$ cat src/rtl/wb_port_arbiter.sv
// ---------------------------------------------------------------------------
// wb_port_arbiter
//
// Shares the single register-file write port between the pipeline writeback
// stage and a multi-cycle unit (MDU). The pipeline normally has priority. One
// MDU result can be parked in a hold register until the port is free.
//
// If the parked result loses the port STARVE_LIMIT times in a row, the arbiter
// stalls the pipe for one cycle and writes the parked result.
//
// If the pipe writes the same non-zero register as the parked result, the pipe
// write is the younger one. In that case the parked result is dropped.
//
// Ports
//   clk            clock, rising edge
//   rst            synchronous reset, active low
//   pipe_wb_en     pipeline requests a register-file write
//   pipe_wb_addr   pipeline destination register
//   pipe_wb_data   pipeline write data
//   mdu_valid      MDU offers a result
//   mdu_addr       MDU destination register
//   mdu_data       MDU result data
//   mdu_ready      arbiter accepts the MDU result this cycle
//   pipe_stall     upstream must hold its writeback item this cycle
//   rf_we          registered register-file write enable
//   rf_waddr       registered register-file write address
//   rf_wdata       registered register-file write data
// ---------------------------------------------------------------------------
module wb_port_arbiter #(
    parameter int unsigned STARVE_LIMIT = 3
) (
    input  logic        clk,
    input  logic        rst,
    input  logic        pipe_wb_en,
    input  logic [4:0]  pipe_wb_addr,
    input  logic [31:0] pipe_wb_data,
    input  logic        mdu_valid,
    input  logic [4:0]  mdu_addr,
    input  logic [31:0] mdu_data,
    output logic        mdu_ready,
    output logic        pipe_stall,
    output logic        rf_we,
    output logic [4:0]  rf_waddr,
    output logic [31:0] rf_wdata
);

    typedef enum logic [1:0] {
        IDLE  = 2'd0,
        PEND  = 2'd1,
        FORCE = 2'd2
    } state_e;

    localparam logic [3:0] LIMIT = 4'(STARVE_LIMIT);

    state_e      state_q;
    logic [4:0]  holdAddr_q;
    logic [31:0] holdData_q;
    logic [3:0]  waitCnt_q;
    logic [3:0]  waitCnt_d;
    logic        pipeHitsHold;

    // Both handshake outputs are forced low while reset is held.
    assign mdu_ready  = rst && (state_q == IDLE);
    assign pipe_stall = rst && (state_q == FORCE);

    assign waitCnt_d = waitCnt_q + 4'd1;

    // Register 0 is never written, so a pipe write to x0 cannot overwrite the
    // parked result.
    assign pipeHitsHold = (pipe_wb_addr == holdAddr_q) && (pipe_wb_addr != 5'd0);

    // Arbitration FSM. rf_we defaults to 0 each cycle.
    // rf_waddr and rf_wdata keep their old values unless a write is granted.
    // A granted write to x0 still updates the address and data, but rf_we
    // stays low.
    always_ff @(posedge clk) begin
        if (!rst) begin
            state_q    <= IDLE;
            holdAddr_q <= 5'd0;
            holdData_q <= 32'd0;
            waitCnt_q  <= 4'd0;
            rf_we      <= 1'b0;
            rf_waddr   <= 5'd0;
            rf_wdata   <= 32'd0;
        end else begin
            rf_we <= 1'b0;
            unique case (state_q)
                IDLE: begin
                    if (pipe_wb_en) begin
                        rf_we    <= |pipe_wb_addr;
                        rf_waddr <= pipe_wb_addr;
                        rf_wdata <= pipe_wb_data;
                    end
                    if (mdu_valid) begin
                        holdAddr_q <= mdu_addr;
                        holdData_q <= mdu_data;
                        waitCnt_q  <= 4'd0;
                        state_q    <= PEND;
                    end
                end
                PEND: begin
                    if (!pipe_wb_en) begin
                        rf_we      <= |holdAddr_q;
                        rf_waddr   <= holdAddr_q;
                        rf_wdata   <= holdData_q;
                        holdAddr_q <= 5'd0;
                        holdData_q <= 32'd0;
                        waitCnt_q  <= 4'd0;
                        state_q    <= IDLE;
                    end else begin
                        rf_we    <= |pipe_wb_addr;
                        rf_waddr <= pipe_wb_addr;
                        rf_wdata <= pipe_wb_data;
                        if (pipeHitsHold) begin
                            holdAddr_q <= 5'd0;
                            holdData_q <= 32'd0;
                            waitCnt_q  <= 4'd0;
                            state_q    <= IDLE;
                        end else begin
                            waitCnt_q <= waitCnt_d;
                            if (waitCnt_d == LIMIT) begin
                                state_q <= FORCE;
                            end
                        end
                    end
                end
                FORCE: begin
                    rf_we      <= |holdAddr_q;
                    rf_waddr   <= holdAddr_q;
                    rf_wdata   <= holdData_q;
                    holdAddr_q <= 5'd0;
                    holdData_q <= 32'd0;
                    waitCnt_q  <= 4'd0;
                    state_q    <= IDLE;
                end
                default: begin
                    state_q <= IDLE;
                end
            endcase
        end
    end

endmodule

$ cat config.mk
export PLATFORM = sky130hd
export DESIGN_NAME = wb_port_arbiter
export DESIGN_NICKNAME = d
export VERILOG_FILES = /design/src/rtl/wb_port_arbiter.sv
export SDC_FILE = /design/constraint.sdc
export NUM_CORES = 1
export LEC_CHECK = 0
export CORE_UTILIZATION = 46
export DETAILED_ROUTE_END_ITERATION = 16
export GPL_TIMING_DRIVEN = 0
export PLACE_DENSITY = 0.8
export SLEW_MARGIN = 20
export SYNTH_ARGS = -nofsm -noshare
export SYNTH_HDL_FRONTEND = slang
export SYNTH_SLANG_ARGS = --single-unit
$ cat constraint.sdc
create_clock -name clk -period 2.25 [get_ports clk]
set_clock_uncertainty 0.1 [all_clocks]
set_input_delay 0.5625 -clock clk [delete_from_list [all_inputs] [get_ports clk]]
set_output_delay 0.5625 -clock clk [all_outputs]
set_load 0.02 [all_outputs]
After elaboration in Yosys (flattened, before gate mapping). Index checks and enable logic that the tools add are counted.

Register bits after elaboration: 81. Logic and storage cells: 54. Input port bits: 78. Output and inout bits: 40.

Mux-type cells: 26. Reductions and logical operators: 12. Add/sub/neg operators: 1. Equal/unequal tests: 8.

Operator list (number): $pmux 32 s3 (2); $mux 32 (5); $pmux 5 s3 (2); $mux 5 (5); $mux 4 (3); $pmux 4 s3 (1); $reduce_or 5->1 (2); $mux 2 (4); $reduce_and 2->1 (3); $eq 5x5->1 (1); $reduce_bool 5->1 (1); $add 4x1->4 const B (1); $eq 4x2->1 const B (1); $ne 2x2->1 const B (2); $ne 4x4->1 const B (1); $pmux 2 s2 (1); $logic_and 1x1->1 (3); $ne 3x3->1 const B (1); $pmux 1 s3 (1); $reduce_and 3->1 (1); $reduce_bool 3->1 (1); $eq 2x1->1 const B (1); $eq 2x2->1 const B (1); $logic_not 2->1 (1); $mux 1 (2).

Logic depth before layout (Yosys ltp). Gate-level depths: netlist of run 1.

Depth after elaboration: 6. Gate-level depth with buffers: 9. Depth with buffers taken out: 7.

Least setup slack after synthesis of run 1. OpenSTA, ideal clock, no wires.

Kind: input-to-reg. From: input pipe_wb_addr[3]. To: register waitCnt_q[3]. Setup time: 0.075 ns. Stages: 5. Slack: 0.131 ns. Buffers on the path: 0. Arrival time: 1.945 ns. Data required time: 2.075 ns. Cells stage by stage: or4_4 > nor2_4 > o311ai_4 > or4_1 > a31oi_1.

Word-level cells in the longest chain between the ends: 5. Elaborated cells on any way between the ends: 6. Those cells by class: eq/ne (1); mux (3); reduce/logical (2).

Ends and longest elaborated chain: start: declaration (RTL line 35) `input logic [4:0] pipe_wb_addr,`; $eq 5x5->1 / $reduce_bool 5->1 (equally long branches) (RTL line 70) `assign pipeHitsHold = (pipe_wb_addr == holdAddr_q) && (pipe_wb_addr != 5'd0);`; $logic_and 1x1->1 * (RTL line 70); $mux 4 * (RTL line 114) `if (pipeHitsHold) begin`; $mux 4 * (RTL line 102) `if (!pipe_wb_en) begin`; $pmux 4 s3 * (RTL line 87) `unique case (state_q)`; end signal: assignment (RTL line 120) `waitCnt_q <= waitCnt_d;`; end: declaration (RTL line 58) `logic [3:0] waitCnt_q;`.

Every way passes the cells marked *; elsewhere a longest branch is shown, timed or not. A chain may end at the register's enable or synchronous reset.

Worst setup path in the final report of run 1. Same ends and word-level chain as after synthesis.

==> metrics.yaml, run 1 <==
path_class: "in2reg"
grt_max_degree: 15
drt-vias-per-instance: 5.66
dp_hpwl_mm: 7.32
clk_pin_slew_ps: 80
die_w_um: 91.4
synth_nets: 492
period_share_pct: 97.3
place_ws_ps: -1170
cp.arrival_ps: 2370
synth.area.top_cells: "dfxtp_1 44%, mux2i_1 10%, a221oi_1 8.8%"
core_sq_um: 7730
holdPathStages: 2
dr_total_vias: 3637
die_height_um: 91.4
fmax_mhz: 457
holdBufCountCts: 0
dominantRegCellSynth: "dfxtp_1"
rr_worst_depth: 7
gp_congestion: 0.802
syn_inst: 407
antenna_found_initial: 0
end_kind: "register"
area_growth_pct: 44.2
worstPathRequired_ps: 2430
cpPeakStageDelay_ps: 560
drc: 0
holdPathEnd: "holdData_q[23]$_SDFFE_PN0P_"
clockRootBuffer: "clkbuf_8"
diodes: 0
start_util_pct: 47.6
slowest_stage: "or4_4"
std_cell_rows: 32
layout.nets: 621
yosysSeqAreaShare_pct: 44.1
drv_cap: 0
layout-drive-gt1-share_pct: 9.80
wl_per_cell_um: 16.0
r2r_end: "rf_wdata[28]$_SDFFE_PN0P_"
wirelength_mm: 10.3
pin_count: 118
cts-htree-levels: 3
synth-seq-cells: 81
first_pass_iters: 6
ys_types: 35
grt_pass1_wl_mm: 16.8
status: "finished clean"
yosysTopAreaCell: "dfxtp_1"
leakagePower_nw: 2.08
vdd_drop_max_v: 0.000426
maxSlewViolCount: 0
fillCellCount: 600
overflow: 0
reg2reg_from: "state_q[0]$_SDFFE_PN0P_"
layoutNonFillerInstCount: 643
multiInputGateArea_sq_um: 1920
ant_nets: 0
crit_fanout: 6
slew_headroom_pct: 64.6
final_cell_area_sq_um: 5310
rrSetupSlack_ps: 140
track_usage_pct: 25.2
finalSetupViolCount: 0
finalCriticalPeriod_ps: 2190
io_buffers: 117
min_from: "holdData_q[23]$_SDFFE_PN0P_"
cts_tree: "built"
netlist_area_sq_um: 3680
cts_buffers: 9
dieArea_sq_um: 8360
clkLatencyLatePin_ps: 350
path_cells: "dlygate4sd2_1 -> or4_4 -> nor2_4 -> o311ai_4 -> or4_1 -> a31oi_1"
ys_warn_count: 0
yosysTopAreaCellShare_pct: 44.1
pwr_density_cell_nw_per_um2: 783
cts.sink_count: 81
hold_viol: 0
hold_path.class: "reg2reg"
placed_area_sq_um: 4980
synthArstFlopShare_pct: 0
setup_ws_ps: 61.0
placed_cells: 626
startpoint_type: "primary input"
avgSynthCellArea_sq_um: 9.04
max_slew.worst_pin.slew_ps: 532
cts_buffer_depth: 2
seq_area_sq_um: 1620
grt_pass1_vias: 3512
synth_edf_count: 0
drt-initial-drc-count: 195
==> sequential cells by signal, indices dropped and copies added (netlist names) <==
| register | flops |
|---|---|
| state_q | 2 |
| rf_waddr | 5 |
| waitCnt_q | 4 |
| rf_wdata | 32 |
| holdAddr_q | 5 |
| rf_we | 1 |
| holdData_q | 32 |
==> cells in the mapped netlist, types with 5 or more instances <==
cell and count:
dfxtp_1 81, nand2_1 47, nor2_1 42, nor3_1 38, a221oi_1 37, mux2i_1 37
nand3b_1 35, clkbuf_1 30, ha_1 7, a21oi_1 6, inv_1 5, nand3_1 5
xnor2_1 5
==> cell usage in the layout, fill, tap and decap left out, types with 4 or more instances in the layout <==
cell	n
clkdlybuf4s50_1	108
dfxtp_1	79
nand2_1	46
nor2_1	42
nor3_1	38
mux2i_1	37
a221oi_1	36
nand3b_1	35
clkbuf_1	14
clkbuf_2	12
clkbuf_8	11
ha_1	6
inv_1	5
xnor2_1	5
nand3_1	5
a21oi_1	4
==> worst max-delay path, delay by kind of cell <==
kind / cells / cell delay [ps]
and+or+nand+nor: 3 / 1200
buffers and inverters: 1 / 280
AOI/OAI and AO/OA: 2 / 310
==> how the worst max path moves through the flow <==
| stage | start | endpoint | cells after the start |
|---|---|---|---|
| after detailed placement | rst | pipe_stall | 5 |
| after floorplan | pipe_wb_addr[3] | waitCnt_q[3]$_SDFFE_PN0P_ | 5 |
| after global placement | rst | pipe_stall | 5 |
| final | pipe_wb_addr[3] | waitCnt_q[3]$_SDFFE_PN0P_ | 6 |
| after CTS | state_q[0]$_SDFFE_PN0P_ | mdu_ready | 4 |
| after global routing | state_q[0]$_SDFFE_PN0P_ | rf_wdata[14]$_SDFFE_PN0P_ | 7 |
==> report_power, final <==
group          total, mW  internal (mW)  switching, mW
combinational       1.26          0.624          0.634
clock               1.17          0.624          0.544
sequential          1.73           1.62          0.114
total               4.16           2.86           1.29
==> metal layers <==
metal,GRT usage [%],vias to the layer above,share of wire (%)
met5,0,-,0
met4,7.01,0,0.78
met3,6.87,9,7.8
met2,42.0,164,49
met1,31.8,1743,43
li1,-,1721,-
==> kinds of logic after synthesis <==
family	after synthesis	synth area share, %
buffers and inverters	41	4.90
xor gates and xnor gates	5	1.19
muxes	37	10.1
and+or+nand+nor	182	25.0
adders and majority gates	7	2.38
AOI/OAI and AO/OA	54	12.4
DFF	81	44.1
==> per-stage QoR <==
step           utilization, %  TNS (ps)  total power [mW]  hold slack [ps]
2_1_floorplan               -         0              2.46              338
3_3_place_gp             64.4    -40120              2.93              344
3_5_place_dp             64.4    -44190              2.96              352
4_1_cts                  68.3         0              4.14              363
5_1_grt                  68.7     -7.52              4.36              381
6_report                 68.7         0              4.16              360
==> what timing repair did <==
action,in CTS,in global routing
pin swaps,2,1
setup endpoints to repair,65,66
setup buffers,3,0
cloned,0,0
resized for setup,34,21
==> area by class of cell <==
type / count / share of cell area, %
buffer: 33 / 3.84
clock inverter: 7 / 1.79
timing repair buffer: 120 / 22.5
multi-input combinational: 285 / 36.1
sequential: 81 / 30.6
tap: 102 / 2.40
inverter: 6 / 0.424
clock buffer: 9 / 2.33
Note: power is estimated with default switching activity, not from simulation.
==> inputs of run 2 (changes only) <==
--- a/config.mk
+++ b/config.mk
@@ -5,10 +5,12 @@
 export SDC_FILE = /design/constraint.sdc
 export NUM_CORES = 1
 export LEC_CHECK = 0
-export CORE_UTILIZATION = 46
+export CELL_PAD_IN_SITES_DETAIL_PLACEMENT = 1
+export CELL_PAD_IN_SITES_GLOBAL_PLACEMENT = 1
+export CORE_UTILIZATION = 34
 export DETAILED_ROUTE_END_ITERATION = 16
 export GPL_TIMING_DRIVEN = 0
-export PLACE_DENSITY = 0.8
+export PLACE_DENSITY_LB_ADDON = 0.1
 export SLEW_MARGIN = 20
 export SYNTH_ARGS = -nofsm -noshare
 export SYNTH_HDL_FRONTEND = slang
==> run 2 against run 1 <==
  * Fmax shrank 1.4%
  * Clock-buffer cell count grew 3
  * Non-clock buffer count grew 2
  * Die area grew 34%
  * First-iteration DRC count shrank 52%
  * Final area grew 0.94%
  * Register-to-register slack is essentially flat
  * Largest power group unchanged
==> metrics.yaml, run 2 (synthesis gave the netlist of run 1 again) <==
clk_pin_slew_ps: 90
cts-htree-levels: 3
fillCellCount: 1215
leakagePower_nw: 2.06
pwr_density_cell_nw_per_um2: 765
pin_count: 118
cp.arrival_ps: 2410
die_height_um: 106
cts_buffers: 9
cts_tree: "built"
diodes: 0
rr_worst_depth: 8
placed_area_sq_um: 5020
slew_headroom_pct: 61.0
period_share_pct: 98.7
dp_hpwl_mm: 8.36
grtUsageMet3_pct: 4.90
layout-drive-gt1-share_pct: 9.21
cts_buffer_depth: 2
startpoint_type: "primary input"
finalPower_mw: 4.10
holdPathStages: 2
drt-initial-drc-count: 94
holdPathEnd: "holdData_q[0]$_SDFFE_PN0P_"
start_util_pct: 35.3
first_pass_iters: 4
setup_tns_ps: 0
maxSlewViolCount: 0
ant_nets: 0
reg.largest.list: "holdData_q: 32 flops, rf_wdata: 32 flops"
min_from: "holdData_q[0]$_SDFFE_PN0P_"
hold_path.class: "reg2reg"
drc: 0
dieArea_sq_um: 11200
area_growth_pct: 45.6
grt-busiest-layer: "met2"
std_cell_rows: 37
vdd_drop_max_v: 0.000288
clkLatencyLatePin_ps: 350
die_w_um: 106
cts.sink_count: 81
r2r_end: "rf_wdata[18]$_SDFFE_PN0P_"
reg2reg_from: "state_q[1]$_SDFFE_PN0P_"
gp_congestion: 0.780
final_common_cell: "clkdlybuf4s50_1"
wl_per_cell_um: 16.8
max_slew.worst_pin.slew_ps: 586
status: "finished clean"
track_usage_pct: 20.5
finalCriticalPeriod_ps: 2220
hold_viol: 0
grt_pass1_wl_mm: 18.0
finalSetupViolCount: 0
clockRootBuffer: "clkbuf_8"
fmax_mhz: 451
use_met1_pct: 24.3
grt_max_degree: 14
drv_cap: 0
core_sq_um: 10400
end_kind: "register"
dr_total_vias: 3520
grt_pass1_vias: 3610
utilization_pct: 51.4
grt.met2_usage_pct: 37.3
layout_common_cells: "108 x clkdlybuf4s50_1, 79 x dfxtp_1, 46 x nand2_1"
io_buffers: 117
worstPathRequired_ps: 2440
crit_fanout: 5
final_cell_area_sq_um: 5360
layout.nets: 623
hold_ws_ps: 366
wirelength_mm: 11.4
drt-vias-per-instance: 5.18
path_class: "in2reg"
holdBufCountCts: 0
antenna_found_initial: 0
overflow: 0
rrSetupSlack_ps: 130
==> run 2: cell type report <==
| cell class | instances | area (sq um) | share of cell area, % |
|---|---|---|---|
| repair buffers | 122 | 1210 | 22.6 |
| flip-flops and latches | 81 | 1620 | 30.3 |
| clock buffers | 12 | 145 | 2.71 |
| plain buffers | 33 | 220 | 4.11 |
| inverters | 6 | 22.5 | 0.420 |
| well taps | 136 | 170 | 3.18 |
| clock inverters | 4 | 52.6 | 0.981 |
| multi-input cells | 285 | 1910 | 35.7 |
==> run 2: per-stage QoR <==
| stage | setup slack [ps] | instances |
|---|---|---|
| 6_report | 30.3 | 679 |
| 3_3_place_gp | -1240 | 660 |
| 3_5_place_dp | -1250 | 660 |
| 5_1_grt | -2.20 | 679 |
| 4_1_cts | 1.11 | 680 |
| 2_1_floorplan | 131 | 407 |
==> run 2: worst max path at each step <==
stage	from	end	slack, ps	cells past startpoint
after floorplan	pipe_wb_addr[3]	waitCnt_q[3]$_SDFFE_PN0P_	130	5
after global placement	rst	pipe_stall	-1240	5
after detailed placement	rst	pipe_stall	-1250	5
after CTS	state_q[0]$_SDFFE_PN0P_	mdu_ready	1	4
after global routing	state_q[1]$_SDFFE_PN0P_	rf_waddr[2]$_SDFFE_PN0P_	-2	8
final	pipe_wb_addr[2]	state_q[0]$_SDFFE_PN0P_	30	7
==> run 2: power by group <==
| group | internal, mW | switching, mW | total [mW] | leakage [nW] |
|---|---|---|---|---|
| clock | 0.545 | 0.531 | 1.08 | 0.0888 |
| combinational | 0.647 | 0.649 | 1.30 | 1.30 |
| sequential | 1.62 | 0.111 | 1.73 | 0.669 |
==> run 2: routing by layer <==
| metal | vias up | share of wire (%) |
|---|---|---|
| met5 | - | 0 |
| met4 | 0 | 0.97 |
| met3 | 8 | 3.6 |
| met2 | 80 | 51 |
| met1 | 1709 | 44 |
| li1 | 1723 | - |
==> run 2: critical path, cell delays in order <==
cell and delay, ps:
dlygate4sd2_1 270, or4_4 550, nor2_4 140, o311ai_4 150, buf_4 170, or4_1 460, nand3_1 100
==> run 2: timing repair <==
action                                  CTS  global route
endpoints found under the hold margin     0             0
endpoints found under the setup margin   75            60
pin swaps                                 1             3
gates resized for setup                  35            20
buffers inserted                          4             1
==> inputs of run 3 (changes only) <==
--- a/config.mk
+++ b/config.mk
@@ -10,7 +10,7 @@
 export CORE_UTILIZATION = 34
 export DETAILED_ROUTE_END_ITERATION = 16
 export GPL_TIMING_DRIVEN = 0
-export PLACE_DENSITY_LB_ADDON = 0.1
+export PLACE_DENSITY = 0.85
 export SLEW_MARGIN = 20
 export SYNTH_ARGS = -nofsm -noshare
 export SYNTH_HDL_FRONTEND = slang
==> run 3 against run 2 <==
  * Clock-buffer cell count is 1 lower
  * Register-to-register slack better by 20 ps
  * Global-route usage is 0.88 points higher
  * Critical endpoint is now pipe_stall
  * Die area stayed put
  * Cell count is 0.29% lower
  * Worst setup slack better by 7.6 ps
  * Non-clock buffer count stayed put
  * Critical path depth is 3 lower
  * Utilization is 0.25 points higher
==> metrics.yaml, run 3 (synthesis gave the netlist of run 1 again) <==
core_sq_um: 10400
cts.sink_count: 81
layout_common_cells: "108 x clkdlybuf4s50_1, 79 x dfxtp_1, 46 x nand2_1"
final_common_cell: "clkdlybuf4s50_1"
grt_max_degree: 20
ant_nets: 0
multiInputGateArea_sq_um: 1910
dieArea_sq_um: 11200
drt-initial-drc-count: 80
drt-vias-per-instance: 5.25
startpoint_type: "primary input"
finalCriticalPeriod_ps: 2210
reg.largest.list: "holdData_q: 32 flops, rf_wdata: 32 flops"
reg2reg_from: "state_q[1]$_SDFFE_PN0P_"
drc: 0
final_cell_area_sq_um: 5380
hold_path.class: "reg2reg"
clockRootBuffer: "clkbuf_8"
status: "finished clean"
period_share_pct: 98.3
max_slew.worst_pin.slew_ps: 568
seq_area_sq_um: 1620
drv_cap: 0
holdBufCountCts: 0
utilization_pct: 51.7
gp_congestion: 0.796
area_growth_pct: 46.3
dr_total_vias: 3552
critPathTopFamily: "buffers and inverters"
cts_tree: "built"
cp.arrival_ps: 1550
layout.nets: 623
vdd_drop_max_v: 0.000393
pwr_density_cell_nw_per_um2: 800
start_util_pct: 35.3
clk_pin_slew_ps: 80
std_cell_rows: 37
crit_cells: 4
fillCellCount: 1230
crit_start: "rst"
diodes: 0
wl_per_cell_um: 17.1
cpPeakStageDelay_ps: 340
path_cells: "dlygate4sd2_1 -> clkbuf_16 -> and2_1 -> clkdlybuf4s15_2"
overflow: 0
end_kind: "primary output"
grt_pass1_wl_mm: 18.8
io_buffers: 117
placed_area_sq_um: 5020
worstPathRequired_ps: 1590
r2r_end: "rf_wdata[30]$_SDFFE_PN0P_"
path_class: "in2out"
cts_buffer_depth: 2
pin_count: 118
rr_worst_depth: 8
antenna_found_initial: 0
rsz0062_at_grt: "no"
critPathBufInv: 3
clkLatencyLatePin_ps: 350
finalSetupViolCount: 0
wirelength_mm: 11.6
slowest_stage: "dlygate4sd2_1"
rrSetupSlack_ps: 150
layout-drive-gt1-share_pct: 8.87
maxSlewViolCount: 0
dp_hpwl_mm: 8.54
cts-htree-levels: 3
fmax_mhz: 452
cts_buffers: 9
track_usage_pct: 21.4
slew_headroom_pct: 62.0
grt_pass1_vias: 3792
crit_path_end: "pipe_stall"
die_w_um: 106
leakagePower_nw: 2.07
first_pass_iters: 4
hold_viol: 0
crit_fanout: 19
die_height_um: 106
==> run 3: through the flow <==
stage	TNS, ps	instances	total power, mW	setup WS, ps	hold slack (ps)
3_5_place_dp	-45250	660	2.99	-1220	361
2_1_floorplan	0	407	2.46	131	338
6_report	0	677	4.31	37.9	365
3_3_place_gp	-40140	660	2.94	-1240	346
5_1_grt	0	677	4.53	13.7	391
4_1_cts	0	677	4.30	22.5	373
==> run 3: cell type report <==
type	count	share of cell area, %
inverter	6	0.418
multi-input combinational	285	35.5
clock inverter	3	1.67
sequential	81	30.2
clock buffer	11	2.63
buffer	34	4.02
tap	136	3.16
timing repair buffer	121	22.4
==> run 3: where the power goes <==
part	switching (mW)	internal (mW)
combinational	0.648	0.646
sequential	0.117	1.62
clock	0.525	0.757
==> run 3: worst min path at each step <==
stage | end | start | cells after the start
after global routing | holdData_q[11]$_SDFFE_PN0P_ | holdData_q[11]$_SDFFE_PN0P_ | 2
after global placement | holdData_q[16]$_SDFFE_PN0P_ | holdData_q[16]$_SDFFE_PN0P_ | 2
final | holdData_q[14]$_SDFFE_PN0P_ | holdData_q[14]$_SDFFE_PN0P_ | 2
after CTS | holdData_q[14]$_SDFFE_PN0P_ | holdData_q[14]$_SDFFE_PN0P_ | 2
after floorplan | holdData_q[31]$_SDFFE_PN0P_ | holdData_q[31]$_SDFFE_PN0P_ | 2
after detailed placement | holdData_q[14]$_SDFFE_PN0P_ | holdData_q[14]$_SDFFE_PN0P_ | 2
==> run 3: worst min-delay path, stage by stage (launching register included) <==
cell and delay, ps:
dfxtp_1 320, nand2_1 50, mux2i_1 50
==> run 3: routing by layer <==
metal | part of all wire [%] | up-vias | track usage (%)
li1 | - | 1721 | -
met1 | 43 | 1727 | 25.2
met2 | 52 | 88 | 38.7
met3 | 4.1 | 16 | 4.66
met4 | 1.4 | 0 | 6.15
met5 | 0 | - | 0
==> run 3: timing repair <==
action	4_1_cts	5_1_grt
setup endpoints to repair	76	62
resized for setup	36	15
pin swaps	1	0
buffers inserted	4	0
